[config.mk]
export PLATFORM = sky130hd
export DESIGN_NAME = rs_branch_queue_flat
export DESIGN_NICKNAME = d
export VERILOG_FILES = /design/src/rtl/rs_branch_queue_if.sv /design/src/rtl/rs_branch_queue.sv /design/src/flat_wrapper.sv
export SDC_FILE = /design/constraint.sdc
export NUM_CORES = 2
export LEC_CHECK = 0
export ABC_AREA = 1
export BUFFER_PORTS_ARGS = -buffer_cell sky130_fd_sc_hd__buf_4
export CAP_MARGIN = 5
export CORE_MARGIN = 3
export CORE_UTILIZATION = 48
export DETAILED_ROUTE_END_ITERATION = 6
export PLACE_DENSITY = 0.64
export SLEW_MARGIN = 20
export SYNTH_ARGS = -nofsm -noshare
export SYNTH_HDL_FRONTEND = slang
export SYNTH_SLANG_ARGS = --single-unit
export TNS_END_PERCENT = 20
[constraint.sdc]
create_clock -name clk -period 10.11 [get_ports clk]
set_clock_uncertainty 0.1 [all_clocks]
set_input_delay 2.022 -clock clk [delete_from_list [all_inputs] [get_ports clk]]
set_output_delay 2.022 -clock clk [all_outputs]
set_load 0.01 [all_outputs]
[src/rtl/rs_branch_queue_if.sv]
// Allocation, wakeup-broadcast and issue bus of the branch reservation queue.
// master = upstream/downstream environment, slave = rs_branch_queue.
interface rs_branch_queue_if #(
  parameter int unsigned DEPTH = 4,
  parameter int unsigned XLEN  = 32,
  parameter int unsigned TAG_W = 4,
  parameter int unsigned OP_W  = 6,
  parameter int unsigned NCDB  = 3
);
  localparam int unsigned CNT_W = $clog2(DEPTH) + 1;

  logic                   alloc_en;
  logic [XLEN-1:0]        alloc_pc;
  logic [XLEN-1:0]        alloc_imm;
  logic [XLEN-1:0]        alloc_datax;
  logic [XLEN-1:0]        alloc_datay;
  logic [OP_W-1:0]        alloc_op;
  logic [TAG_W-1:0]       alloc_tagx;
  logic [TAG_W-1:0]       alloc_tagy;
  logic                   full;
  logic [CNT_W-1:0]       count;

  logic [NCDB-1:0]        cdb_en;
  logic [NCDB*TAG_W-1:0]  cdb_tag;
  logic [NCDB*XLEN-1:0]   cdb_data;

  logic                   issue_valid;
  logic                   issue_ready;
  logic [XLEN-1:0]        issue_pc;
  logic [XLEN-1:0]        issue_offset;
  logic [XLEN-1:0]        issue_datax;
  logic [XLEN-1:0]        issue_datay;
  logic [OP_W-1:0]        issue_op;

  modport master (
    output alloc_en, alloc_pc, alloc_imm, alloc_datax, alloc_datay, alloc_op,
           alloc_tagx, alloc_tagy, cdb_en, cdb_tag, cdb_data, issue_ready,
    input  full, count, issue_valid, issue_pc, issue_offset, issue_datax,
           issue_datay, issue_op
  );

  modport slave (
    input  alloc_en, alloc_pc, alloc_imm, alloc_datax, alloc_datay, alloc_op,
           alloc_tagx, alloc_tagy, cdb_en, cdb_tag, cdb_data, issue_ready,
    output full, count, issue_valid, issue_pc, issue_offset, issue_datax,
           issue_datay, issue_op
  );
endinterface

[src/rtl/rs_branch_queue.sv]
// Branch reservation station: operand wakeup from NCDB broadcast ports and a registered issue slot.
// Define RS_BRANCH_AGE_ORDER_EN to issue the oldest ready entry; otherwise the lowest-index ready entry issues.
module rs_branch_queue #(
  parameter int unsigned DEPTH = 4,
  parameter int unsigned XLEN  = 32,
  parameter int unsigned TAG_W = 4,
  parameter int unsigned OP_W  = 6,
  parameter int unsigned NCDB  = 3
) (
  input  logic clk,
  input  logic rst,
  input  logic rdy,
  input  logic flush,
  rs_branch_queue_if.slave bus
);
  localparam int unsigned IDX_W = (DEPTH > 1) ? $clog2(DEPTH) : 1;
  localparam int unsigned CNT_W = $clog2(DEPTH) + 1;

  typedef struct packed {
    logic [TAG_W-1:0] tag;
    logic [XLEN-1:0]  data;
  } opnd_t;

  logic [DEPTH-1:0] valid;
  logic [XLEN-1:0]  pc_q  [DEPTH];
  logic [XLEN-1:0]  imm_q [DEPTH];
  logic [XLEN-1:0]  dx_q  [DEPTH];
  logic [XLEN-1:0]  dy_q  [DEPTH];
  logic [OP_W-1:0]  op_q  [DEPTH];
  logic [TAG_W-1:0] tx_q  [DEPTH];
  logic [TAG_W-1:0] ty_q  [DEPTH];

  logic             issue_valid_q;
  logic [XLEN-1:0]  issue_pc_q;
  logic [XLEN-1:0]  issue_offset_q;
  logic [XLEN-1:0]  issue_datax_q;
  logic [XLEN-1:0]  issue_datay_q;
  logic [OP_W-1:0]  issue_op_q;

  logic [NCDB-1:0]       cdb_en;
  logic [NCDB*TAG_W-1:0] cdb_tag;
  logic [NCDB*XLEN-1:0]  cdb_data;

  assign cdb_en   = bus.cdb_en;
  assign cdb_tag  = bus.cdb_tag;
  assign cdb_data = bus.cdb_data;

  // Ports scanned high to low so the lowest matching port is the final writer.
  function automatic opnd_t wake(input logic [TAG_W-1:0]      tag,
                                 input logic [XLEN-1:0]       data,
                                 input logic [NCDB-1:0]       en,
                                 input logic [NCDB*TAG_W-1:0] tags,
                                 input logic [NCDB*XLEN-1:0]  datas);
    opnd_t r;
    r.tag  = tag;
    r.data = data;
    for (int unsigned p = NCDB; p > 0; p--) begin
      if (en[p-1] && (tag != '0) && (tags[(p-1)*TAG_W +: TAG_W] == tag)) begin
        r.tag  = '0;
        r.data = datas[(p-1)*XLEN +: XLEN];
      end
    end
    return r;
  endfunction

  opnd_t            wx [DEPTH];
  opnd_t            wy [DEPTH];
  opnd_t            ax;
  opnd_t            ay;
  logic [DEPTH-1:0] ready;
  logic [DEPTH-1:0] eligible;

  always_comb begin
    for (int unsigned i = 0; i < DEPTH; i++) begin
      wx[i]    = wake(tx_q[i], dx_q[i], cdb_en, cdb_tag, cdb_data);
      wy[i]    = wake(ty_q[i], dy_q[i], cdb_en, cdb_tag, cdb_data);
      ready[i] = valid[i] && (wx[i].tag == '0) && (wy[i].tag == '0);
    end
    ax = wake(bus.alloc_tagx, bus.alloc_datax, cdb_en, cdb_tag, cdb_data);
    ay = wake(bus.alloc_tagy, bus.alloc_datay, cdb_en, cdb_tag, cdb_data);
  end

`ifdef RS_BRANCH_AGE_ORDER_EN
  // older[i][j] set: entry i was allocated before entry j while both were live.
  logic [DEPTH-1:0] older [DEPTH];
  logic [DEPTH-1:0] blocked;

  always_comb begin
    for (int unsigned i = 0; i < DEPTH; i++) begin
      blocked[i] = 1'b0;
      for (int unsigned j = 0; j < DEPTH; j++) begin
        if (ready[j] && older[j][i]) blocked[i] = 1'b1;
      end
    end
    eligible = ready & ~blocked;
  end
`else
  assign eligible = ready;
`endif

  logic             has_free;
  logic [IDX_W-1:0] alloc_idx;
  logic             sel_found;
  logic [IDX_W-1:0] sel_idx;
  logic [CNT_W-1:0] cnt;

  always_comb begin
    has_free  = 1'b0;
    alloc_idx = '0;
    sel_found = 1'b0;
    sel_idx   = '0;
    cnt       = '0;
    for (int unsigned i = 0; i < DEPTH; i++) begin
      if (!valid[i] && !has_free) begin
        has_free  = 1'b1;
        alloc_idx = IDX_W'(i);
      end
      if (eligible[i] && !sel_found) begin
        sel_found = 1'b1;
        sel_idx   = IDX_W'(i);
      end
      cnt = cnt + CNT_W'(valid[i]);
    end
    cnt = cnt + CNT_W'(issue_valid_q);
  end

  logic slot_free;
  logic do_issue;
  logic do_alloc;

  assign slot_free = !issue_valid_q || bus.issue_ready;
  assign do_issue  = slot_free && sel_found;
  assign do_alloc  = bus.alloc_en && has_free;

  always_ff @(posedge clk) begin
    if (!rst) begin
      valid          <= '0;
      issue_valid_q  <= 1'b0;
      issue_pc_q     <= '0;
      issue_offset_q <= '0;
      issue_datax_q  <= '0;
      issue_datay_q  <= '0;
      issue_op_q     <= '0;
      for (int unsigned i = 0; i < DEPTH; i++) begin
        pc_q[i]  <= '0;
        imm_q[i] <= '0;
        dx_q[i]  <= '0;
        dy_q[i]  <= '0;
        op_q[i]  <= '0;
        tx_q[i]  <= '0;
        ty_q[i]  <= '0;
`ifdef RS_BRANCH_AGE_ORDER_EN
        older[i] <= '0;
`endif
      end
    end else if (rdy) begin
      if (flush) begin
        valid         <= '0;
        issue_valid_q <= 1'b0;
      end else begin
        for (int unsigned i = 0; i < DEPTH; i++) begin
          tx_q[i] <= wx[i].tag;
          dx_q[i] <= wx[i].data;
          ty_q[i] <= wy[i].tag;
          dy_q[i] <= wy[i].data;
        end

        if (do_issue) begin
          valid[sel_idx] <= 1'b0;
          issue_valid_q  <= 1'b1;
          issue_pc_q     <= pc_q[sel_idx];
          issue_offset_q <= imm_q[sel_idx];
          issue_op_q     <= op_q[sel_idx];
          issue_datax_q  <= wx[sel_idx].data;
          issue_datay_q  <= wy[sel_idx].data;
        end else if (bus.issue_ready) begin
          issue_valid_q <= 1'b0;
        end

        // alloc_idx is never a live entry, so it cannot collide with sel_idx.
        if (do_alloc) begin
          valid[alloc_idx] <= 1'b1;
          pc_q[alloc_idx]  <= bus.alloc_pc;
          imm_q[alloc_idx] <= bus.alloc_imm;
          op_q[alloc_idx]  <= bus.alloc_op;
          tx_q[alloc_idx]  <= ax.tag;
          dx_q[alloc_idx]  <= ax.data;
          ty_q[alloc_idx]  <= ay.tag;
          dy_q[alloc_idx]  <= ay.data;
`ifdef RS_BRANCH_AGE_ORDER_EN
          for (int unsigned j = 0; j < DEPTH; j++) begin
            older[alloc_idx][j] <= 1'b0;
            older[j][alloc_idx] <= valid[j];
          end
`endif
        end
      end
    end
  end

  assign bus.full         = !has_free;
  assign bus.count        = cnt;
  assign bus.issue_valid  = issue_valid_q;
  assign bus.issue_pc     = issue_pc_q;
  assign bus.issue_offset = issue_offset_q;
  assign bus.issue_datax  = issue_datax_q;
  assign bus.issue_datay  = issue_datay_q;
  assign bus.issue_op     = issue_op_q;

endmodule
[src/flat_wrapper.sv]
// flat-port wrapper written by rule: the top's interface ports become plain ports
module rs_branch_queue_flat 
#(
  parameter int unsigned DEPTH = 4,
  parameter int unsigned XLEN  = 32,
  parameter int unsigned TAG_W = 4,
  parameter int unsigned OP_W  = 6,
  parameter int unsigned NCDB  = 3
)
  (clk, rst, rdy, flush, bus_alloc_en, bus_alloc_pc, bus_alloc_imm, bus_alloc_datax, bus_alloc_datay, bus_alloc_op, bus_alloc_tagx, bus_alloc_tagy, bus_cdb_en, bus_cdb_tag, bus_cdb_data, bus_issue_ready, bus_full, bus_count, bus_issue_valid, bus_issue_pc, bus_issue_offset, bus_issue_datax, bus_issue_datay, bus_issue_op);
  rs_branch_queue_if #(.DEPTH(DEPTH), .XLEN(XLEN), .TAG_W(TAG_W), .OP_W(OP_W), .NCDB(NCDB)) bus_i ();
  input  logic clk;
  input  logic rst;
  input  logic rdy;
  input  logic flush;
  input wire logic [$bits(bus_i.alloc_en)-1:0] bus_alloc_en;
  input wire logic [$bits(bus_i.alloc_pc)-1:0] bus_alloc_pc;
  input wire logic [$bits(bus_i.alloc_imm)-1:0] bus_alloc_imm;
  input wire logic [$bits(bus_i.alloc_datax)-1:0] bus_alloc_datax;
  input wire logic [$bits(bus_i.alloc_datay)-1:0] bus_alloc_datay;
  input wire logic [$bits(bus_i.alloc_op)-1:0] bus_alloc_op;
  input wire logic [$bits(bus_i.alloc_tagx)-1:0] bus_alloc_tagx;
  input wire logic [$bits(bus_i.alloc_tagy)-1:0] bus_alloc_tagy;
  input wire logic [$bits(bus_i.cdb_en)-1:0] bus_cdb_en;
  input wire logic [$bits(bus_i.cdb_tag)-1:0] bus_cdb_tag;
  input wire logic [$bits(bus_i.cdb_data)-1:0] bus_cdb_data;
  input wire logic [$bits(bus_i.issue_ready)-1:0] bus_issue_ready;
  output wire logic [$bits(bus_i.full)-1:0] bus_full;
  output wire logic [$bits(bus_i.count)-1:0] bus_count;
  output wire logic [$bits(bus_i.issue_valid)-1:0] bus_issue_valid;
  output wire logic [$bits(bus_i.issue_pc)-1:0] bus_issue_pc;
  output wire logic [$bits(bus_i.issue_offset)-1:0] bus_issue_offset;
  output wire logic [$bits(bus_i.issue_datax)-1:0] bus_issue_datax;
  output wire logic [$bits(bus_i.issue_datay)-1:0] bus_issue_datay;
  output wire logic [$bits(bus_i.issue_op)-1:0] bus_issue_op;
  assign bus_i.alloc_en = bus_alloc_en;
  assign bus_i.alloc_pc = bus_alloc_pc;
  assign bus_i.alloc_imm = bus_alloc_imm;
  assign bus_i.alloc_datax = bus_alloc_datax;
  assign bus_i.alloc_datay = bus_alloc_datay;
  assign bus_i.alloc_op = bus_alloc_op;
  assign bus_i.alloc_tagx = bus_alloc_tagx;
  assign bus_i.alloc_tagy = bus_alloc_tagy;
  assign bus_i.cdb_en = bus_cdb_en;
  assign bus_i.cdb_tag = bus_cdb_tag;
  assign bus_i.cdb_data = bus_cdb_data;
  assign bus_i.issue_ready = bus_issue_ready;
  assign bus_full = bus_i.full;
  assign bus_count = bus_i.count;
  assign bus_issue_valid = bus_i.issue_valid;
  assign bus_issue_pc = bus_i.issue_pc;
  assign bus_issue_offset = bus_i.issue_offset;
  assign bus_issue_datax = bus_i.issue_datax;
  assign bus_issue_datay = bus_i.issue_datay;
  assign bus_issue_op = bus_i.issue_op;
  rs_branch_queue #(.DEPTH(DEPTH), .XLEN(XLEN), .TAG_W(TAG_W), .OP_W(OP_W), .NCDB(NCDB)) u_core (.clk(clk), .rst(rst), .rdy(rdy), .flush(flush), .bus(bus_i));
endmodule
### After elaboration in Yosys (flattened, before gate mapping)

Memories as Yosys holds them, arrays and structs flattened. A register that Yosys moved wholly into a read port is not among the register bits.
Index checks and enable logic that the tools add are counted.

* magnitude comparators: 5
* bitwise gates (word level): 21
* reductions and logical operators: 116
* add/sub/neg operators: 4
* eq/ne operators: 30
* mux-type cells: 98

Operator list (count)
* 36-bit two-way mux: 30
* 32-bit two-way mux: 14
* 36-bit binary-select mux with 2-bit select: 2
* 4-bit equality test: 30
* 1-bit logical AND: 78
* 32-bit OR reduction: 2
* 4-bit two-way mux: 14
* 4-bit nonzero test: 10
* 4-bit zero test: 8
* 1-bit two-way mux: 28
* 1-bit bitwise OR: 16
* 2-bit two-way mux: 7
* 1-bit zero test: 13
* 3-bit by 1-bit adder with 3-bit output: 3
* 2-bit by 3-bit < comparator with 1-bit output, second input constant: 2
* 6-bit two-way mux: 1
* 6-bit OR reduction: 1
* 4-bit bitwise AND: 1
* 1-bit demux with 2-bit select: 2
* 2-bit by 1-bit >= comparator with 1-bit output, second input constant: 2
* 4-bit NOT: 1
* 4-bit bitwise OR: 1
* 3-bit >= comparator, second input constant: 1
* 2-bit NOT with 3-bit output: 1
* 6 further kinds: 6

* register bits: 69
* memories: 7
* word-level logic and storage cells: 285
* bits in writable memories: 568
* input bits: 259

Memories
* u_core.dx_q: words 4, width 32, read ports 4, clocked after memory_dff 0, write ports 5, line rs_branch_queue.sv:27 `logic [XLEN-1:0] dx_q [DEPTH];`
* u_core.dy_q: words 4, width 32, read ports 4, clocked after memory_dff 0, write ports 5, line rs_branch_queue.sv:28 `logic [XLEN-1:0] dy_q [DEPTH];`
* u_core.imm_q: words 4, width 32, read ports 1, clocked after memory_dff 1, write ports 4, line rs_branch_queue.sv:26 `logic [XLEN-1:0] imm_q [DEPTH];`
* u_core.pc_q: words 4, width 32, read ports 1, clocked after memory_dff 1, write ports 4, line rs_branch_queue.sv:25 `logic [XLEN-1:0] pc_q [DEPTH];`
* u_core.op_q: words 4, width 6, read ports 1, clocked after memory_dff 1, write ports 4, line rs_branch_queue.sv:29 `logic [OP_W-1:0] op_q [DEPTH];`
* u_core.tx_q: words 4, width 4, read ports 4, clocked after memory_dff 0, write ports 5, line rs_branch_queue.sv:30 `logic [TAG_W-1:0] tx_q [DEPTH];`
* +1 memories

### Logic depth before layout (Yosys ltp)

An unclocked memory read counts as a cell.

* depth in word-level cells: 33
* depth in mapped cells: 22
* gate-level depth less buffers: 20

### Worst setup path before layout

Ideal clock, no wire load.

* path type: in2reg
* start: in rdy
* end: mem u_core.imm_q[2][0], enable pin
* data required time: 9.580 ns
* stages: 10
* path slack: 4.846 ns
* arrival time: 4.734 ns
* path through: inv_1 nor2_1 inv_1 nor2_1 inv_1 nor2_1 nand2_1 clkbuf_1 clkbuf_1 nand2_1

RTL lines
* start: declaration: line flat_wrapper.sv:14 `input logic rdy;`
* end: declaration: line rs_branch_queue.sv:26

### Worst setup path in the final report

* start: in bus_cdb_tag[2]
* end: reg u_core.issue_datax_q[12] (netlist: u_core.bus.issue_datax[12])

* longest elaborated chain between the ends: 20
* elaborated cells on any way between the ends: 59
* classes of those cells: 8 x eq/ne; 18 x mux; 1 x bitwise; 32 x reduce/logical

RTL lines
* start: declaration: line flat_wrapper.sv:25 `input wire logic [$bits(bus_i.cdb_tag)-1:0] bus_cdb_tag;`
* 4-bit equality test: line rs_branch_queue.sv:58 `if (en[p-1] && (tag != '0) && (tags[(p-1)*TAG_W +: TAG_W] == tag)) begin`
* 1-bit logical AND: line rs_branch_queue.sv:58
* 36-bit two-way mux: line rs_branch_queue.sv:58
* 4-bit zero test: line rs_branch_queue.sv:77 `ready[i] = valid[i] && (wx[i].tag == '0) && (wy[i].tag == '0);`
* 1-bit logical AND (2 in a row): line rs_branch_queue.sv:77
* 1-bit two-way mux: line rs_branch_queue.sv:118 `if (eligible[i] && !sel_found) begin`
* 1-bit zero test: line rs_branch_queue.sv:118
* 1-bit logical AND: line rs_branch_queue.sv:118
* [2 not listed]
* 1-bit logical AND: line rs_branch_queue.sv:118
* 1-bit two-way mux: line rs_branch_queue.sv:118
* 1-bit zero test: line rs_branch_queue.sv:118
* 1-bit logical AND: line rs_branch_queue.sv:118
* 2-bit two-way mux: line rs_branch_queue.sv:118
* 2-bit NOT with 3-bit output (not written as such): line rs_branch_queue.sv:174 `issue_datax_q <= wx[sel_idx].data;`
* 36-bit binary-select mux with 2-bit select: line rs_branch_queue.sv:174
* 32-bit two-way mux (not written as such) (2 in a row): line rs_branch_queue.sv:174
* end signal: assignment: line rs_branch_queue.sv:174
* end: declaration: line rs_branch_queue.sv:36 `logic [XLEN-1:0] issue_datax_q;`

Parallel ways exist; a longest one is shown, timed or not. The select of a mux whose other input is x is not followed.
A chain may end at the register's enable or synchronous reset.

==> impl_metrics.py <==
metrics = {
    "power_and_ir_drop": {
        "p_per_area_nw_per_um2": 153,
        "ir_worst_vdd_v": 0.000146,
        "leakage_nw": 20.5,
    },
    "drt": {
        "viasPerCell": 6.40,
        "drt_first_iter_violations": 6613,
        "final_antenna_net_count": 0,
        "wl_um": 184000,
        "wl_per_cell_um": 26.8,
        "dr.max_layer_used": "met5",
        "vias": 43900,
        "wl_met1_um": 66100,
        "dr_wl_met2_um": 78300,
        "met3_length_um": 26300,
        "dr.pass1.iters": 7,
        "remaining_drc_errors": 23,
    },
    "timing": {
        "fin_crit_ns": 7.43,
        "timing.hold.ws_ns": 0.415,
        "rsz0062_at_grt": "no",
        "setup_ws_ns": 2.68,
        "relSlewSlack": 0.169,
        "tightest_slew_ns": 1.25,
        "max_freq_ghz": 0.135,
        "hold_viol": 0,
        "tns_ns": 0,
        "post-route-period-util": 0.735,
        "setup_viol": 0,
        "drv_slew": 0,
    },
    "yosys": {
        "seq_area_frac_synth": 0.470,
        "yosys_most_used_dff": "edfxtp_1",
        "yosysUniqueCellTypes": 51,
        "netlist_area_um2": 42200,
        "ys_ff_latch": 707,
        "synthesis.nets": 5750,
        "synth_edf_count": 568,
        "synth_area_leaders": "edfxtp_1, nand2_1, nor2_1",
        "ys_warn_count": 0,
        "syn_area_per_cell_um2": 7.70,
        "async_flop_share": 0,
        "syn_inst": 5484,
        "yosys.area.top_type": "edfxtp_1",
        "synth_top_area_frac": 0.404,
    },
    "placement": {
        "pre_cts_ws_ns": 2.35,
        "numPortBuffers": 397,
        "gp_congestion": 0.958,
        "place_hpwl_um": 106000,
    },
    "floorplanning": {
        "start_util": 0.485,
        "ioPinCount": 398,
        "rows": 108,
        "die-area_um2": 91500,
        "fp.dieH_um": 303,
        "die_w_um": 303,
        "fp.coreArea_um2": 87000,
    },
    "cells_and_area": {
        "multi_input_area_um2": 18600,
        "mostFrequentLayoutCells": "nand2_1, nor2_1, edfxtp_1, inv_1, buf_4",
        "drive_gt1_frac": 0.127,
        "final_common_cell": "nand2_1",
        "finish.utilization": 0.556,
        "fillers": 8277,
        "areaGrowthSynthToFinish_pct": 14.6,
        "seq_area_um2": 19800,
        "nets": 5886,
    },
    "clock_network": {
        "clockRootBuffer": "clkbuf_16",
        "cts-resized-gates": 0,
        "cts_max_level": 3,
        "tritoncts": "yes",
        "cts.sinks": 707,
        "clk_pin_slew_worst_paths_ns": 0.06,
        "numCtsBuffers": 81,
        "post_cts_buffers": 0,
        "clk_latency_ns": 0.66,
        "ctsLongestPathBuffers": 3,
        "hold_buffers": 0,
    },
    "worst_setup_path": {
        "r2r-start": "u_core.ty_q[0][1]",
        "end_kind": "flip-flop",
        "start_kind": "input port",
        "critical_path_class": "in -> reg",
        "crit_start": "bus_cdb_tag[2]",
        "cp_slowest_stage_delay_ns": 0.97,
        "crit_required_ns": 10.56,
        "worst-path-max-fanout": 67,
        "cp_slowest_cell": "inv_2",
        "path_cells": "buf_4, inv_1, nand2_1, nand2_1, nor2_1, nand3_2, buf_4, nand2_1, inv_2, nand3_1, nand2_1, nor2_1, nand2_2, nand4_2, buf_4, nand3_4, buf_4, a21oi_1, nand2_1, inv_1",
        "cpMostUsedCell": "nand2_1",
        "critPathArrivalTime_ns": 7.88,
    },
    "global_routing": {
        "grt_pass1_vias": 41100,
        "grt_first_pass_wirelength_um": 267000,
        "grt_max_degree": 109,
        "grt.overflow.total": 0,
        "antenna_found_initial": 13,
        "grt_usage": 0.389,
    },
    "outcome": {
        "status": "finished with violations",
        "failed_checks": "design-rule violations",
    },
    "worst_hold_path": {
        "hp-class": "reg -> reg",
        "hp-start": "u_core.valid[2]",
    },
    "flow_run": {
        "maxCapViolCount": 0,
    },
}
-- cells in the mapped netlist (4+ instances only) --
cell	instances
a21oi_1	209
a221oi_1	141
a31oi_1	30
buf_1	23
buf_2	68
buf_4	30
buf_6	16
clkbuf_1	280
clkinv_1	4
dfxtp_1	139
edfxtp_1	568
ha_1	5
inv_1	521
inv_2	19
nand2_1	1169
nand2_2	8
nand3_1	365
nand3_2	12
nand3b_1	20
nand4_1	36
nor2_1	806
nor2_2	5
nor3_1	93
nor4_1	6
o211ai_1	38
o21ai_0	356
o21ai_1	59
o221ai_1	83
o22ai_1	281
o32ai_1	12
or2_0	6
or2_1	5
or2_2	43
xnor2_1	4
-- state kept, by name, summed over array words and instances, names as in the netlist --
signal and count:
u_core.bus.issue_datax 32, u_core.bus.issue_datay 32, u_core.bus.issue_offset 32, u_core.bus.issue_op 6, u_core.bus.issue_pc 32, u_core.bus.issue_valid 1
u_core.dx_q 128, u_core.dy_q 128, u_core.imm_q 128, u_core.op_q 24, u_core.pc_q 128, u_core.tx_q 16
u_core.ty_q 16, u_core.valid 4
-- critical path, delay by kind of cell --
| kind | cells | cell delay (ns) |
|---|---|---|
| buf+inv | 7 | 3.25 |
| compound gates | 1 | 0.16 |
| simple gates | 12 | 2.35 |
-- cells by family (layout without fill, tap and decap cells) --
| family | after synthesis | in the layout | share of synthesized area |
|---|---|---|---|
| xor+xnor | 6 | 6 | 0.00124 |
| buf+inv | 963 | 1167 | 0.0937 |
| fa+ha+maj | 7 | 7 | 0.00243 |
| other cells | 0 | 12 | 0 |
| simple gates | 2583 | 2583 | 0.255 |
| flops | 707 | 707 | 0.470 |
| compound gates | 1218 | 1218 | 0.178 |
-- per-stage QoR --
| stage | area (um^2) | cells | total power [W] |
|---|---|---|---|
| 2_1_floorplan | 42200 | 5484 | 0.00392 |
| 5_1_grt | 48400 | 6851 | 0.00760 |
| 3_5_place_dp | 45500 | 6692 | 0.00431 |
| 4_1_cts | 48300 | 6843 | 0.00738 |
| 6_report | 48400 | 6855 | 0.00741 |
| 3_3_place_gp | 45500 | 6692 | 0.00430 |
-- report_power, final --
| group | switching [W] | internal, W |
|---|---|---|
| Clock | 0.00129 | 0.00182 |
| Combinational | 0.000695 | 0.000285 |
| Sequential | 0.0000507 | 0.00327 |
| Total | 0.00204 | 0.00538 |
-- path summary, 6_finish.rpt --
| check | end | slack (ns) | depth (start not counted) |
|---|---|---|---|
| worst min-delay path | u_core.valid[2] | 0.42 | 2 |
| worst max register to register | u_core.bus.issue_datax[12] | 3.85 | 19 |
| worst min register to register | u_core.valid[2] | 0.42 | 2 |
| worst max-delay path | u_core.bus.issue_datax[12] | 2.68 | 20 |
-- metal layers --
layer  vias up  track usage
met5         -            0
met1     20300        0.498
li1      19200            -
met3       892        0.118
met4         6        0.230
met2      3493        0.580
-- cell type report --
| cell class | instances | area share |
|---|---|---|
| well taps | 1155 | 0.0299 |
| flip-flops and latches | 707 | 0.410 |
| clock buffers | 120 | 0.0489 |
| repair buffers | 472 | 0.0747 |
| multi-input cells | 3814 | 0.384 |
| inverters | 544 | 0.0424 |
| diodes | 12 | 0.000621 |
| clock inverters | 31 | 0.00949 |
No activity file was read; power rests on OpenSTA's default activity.
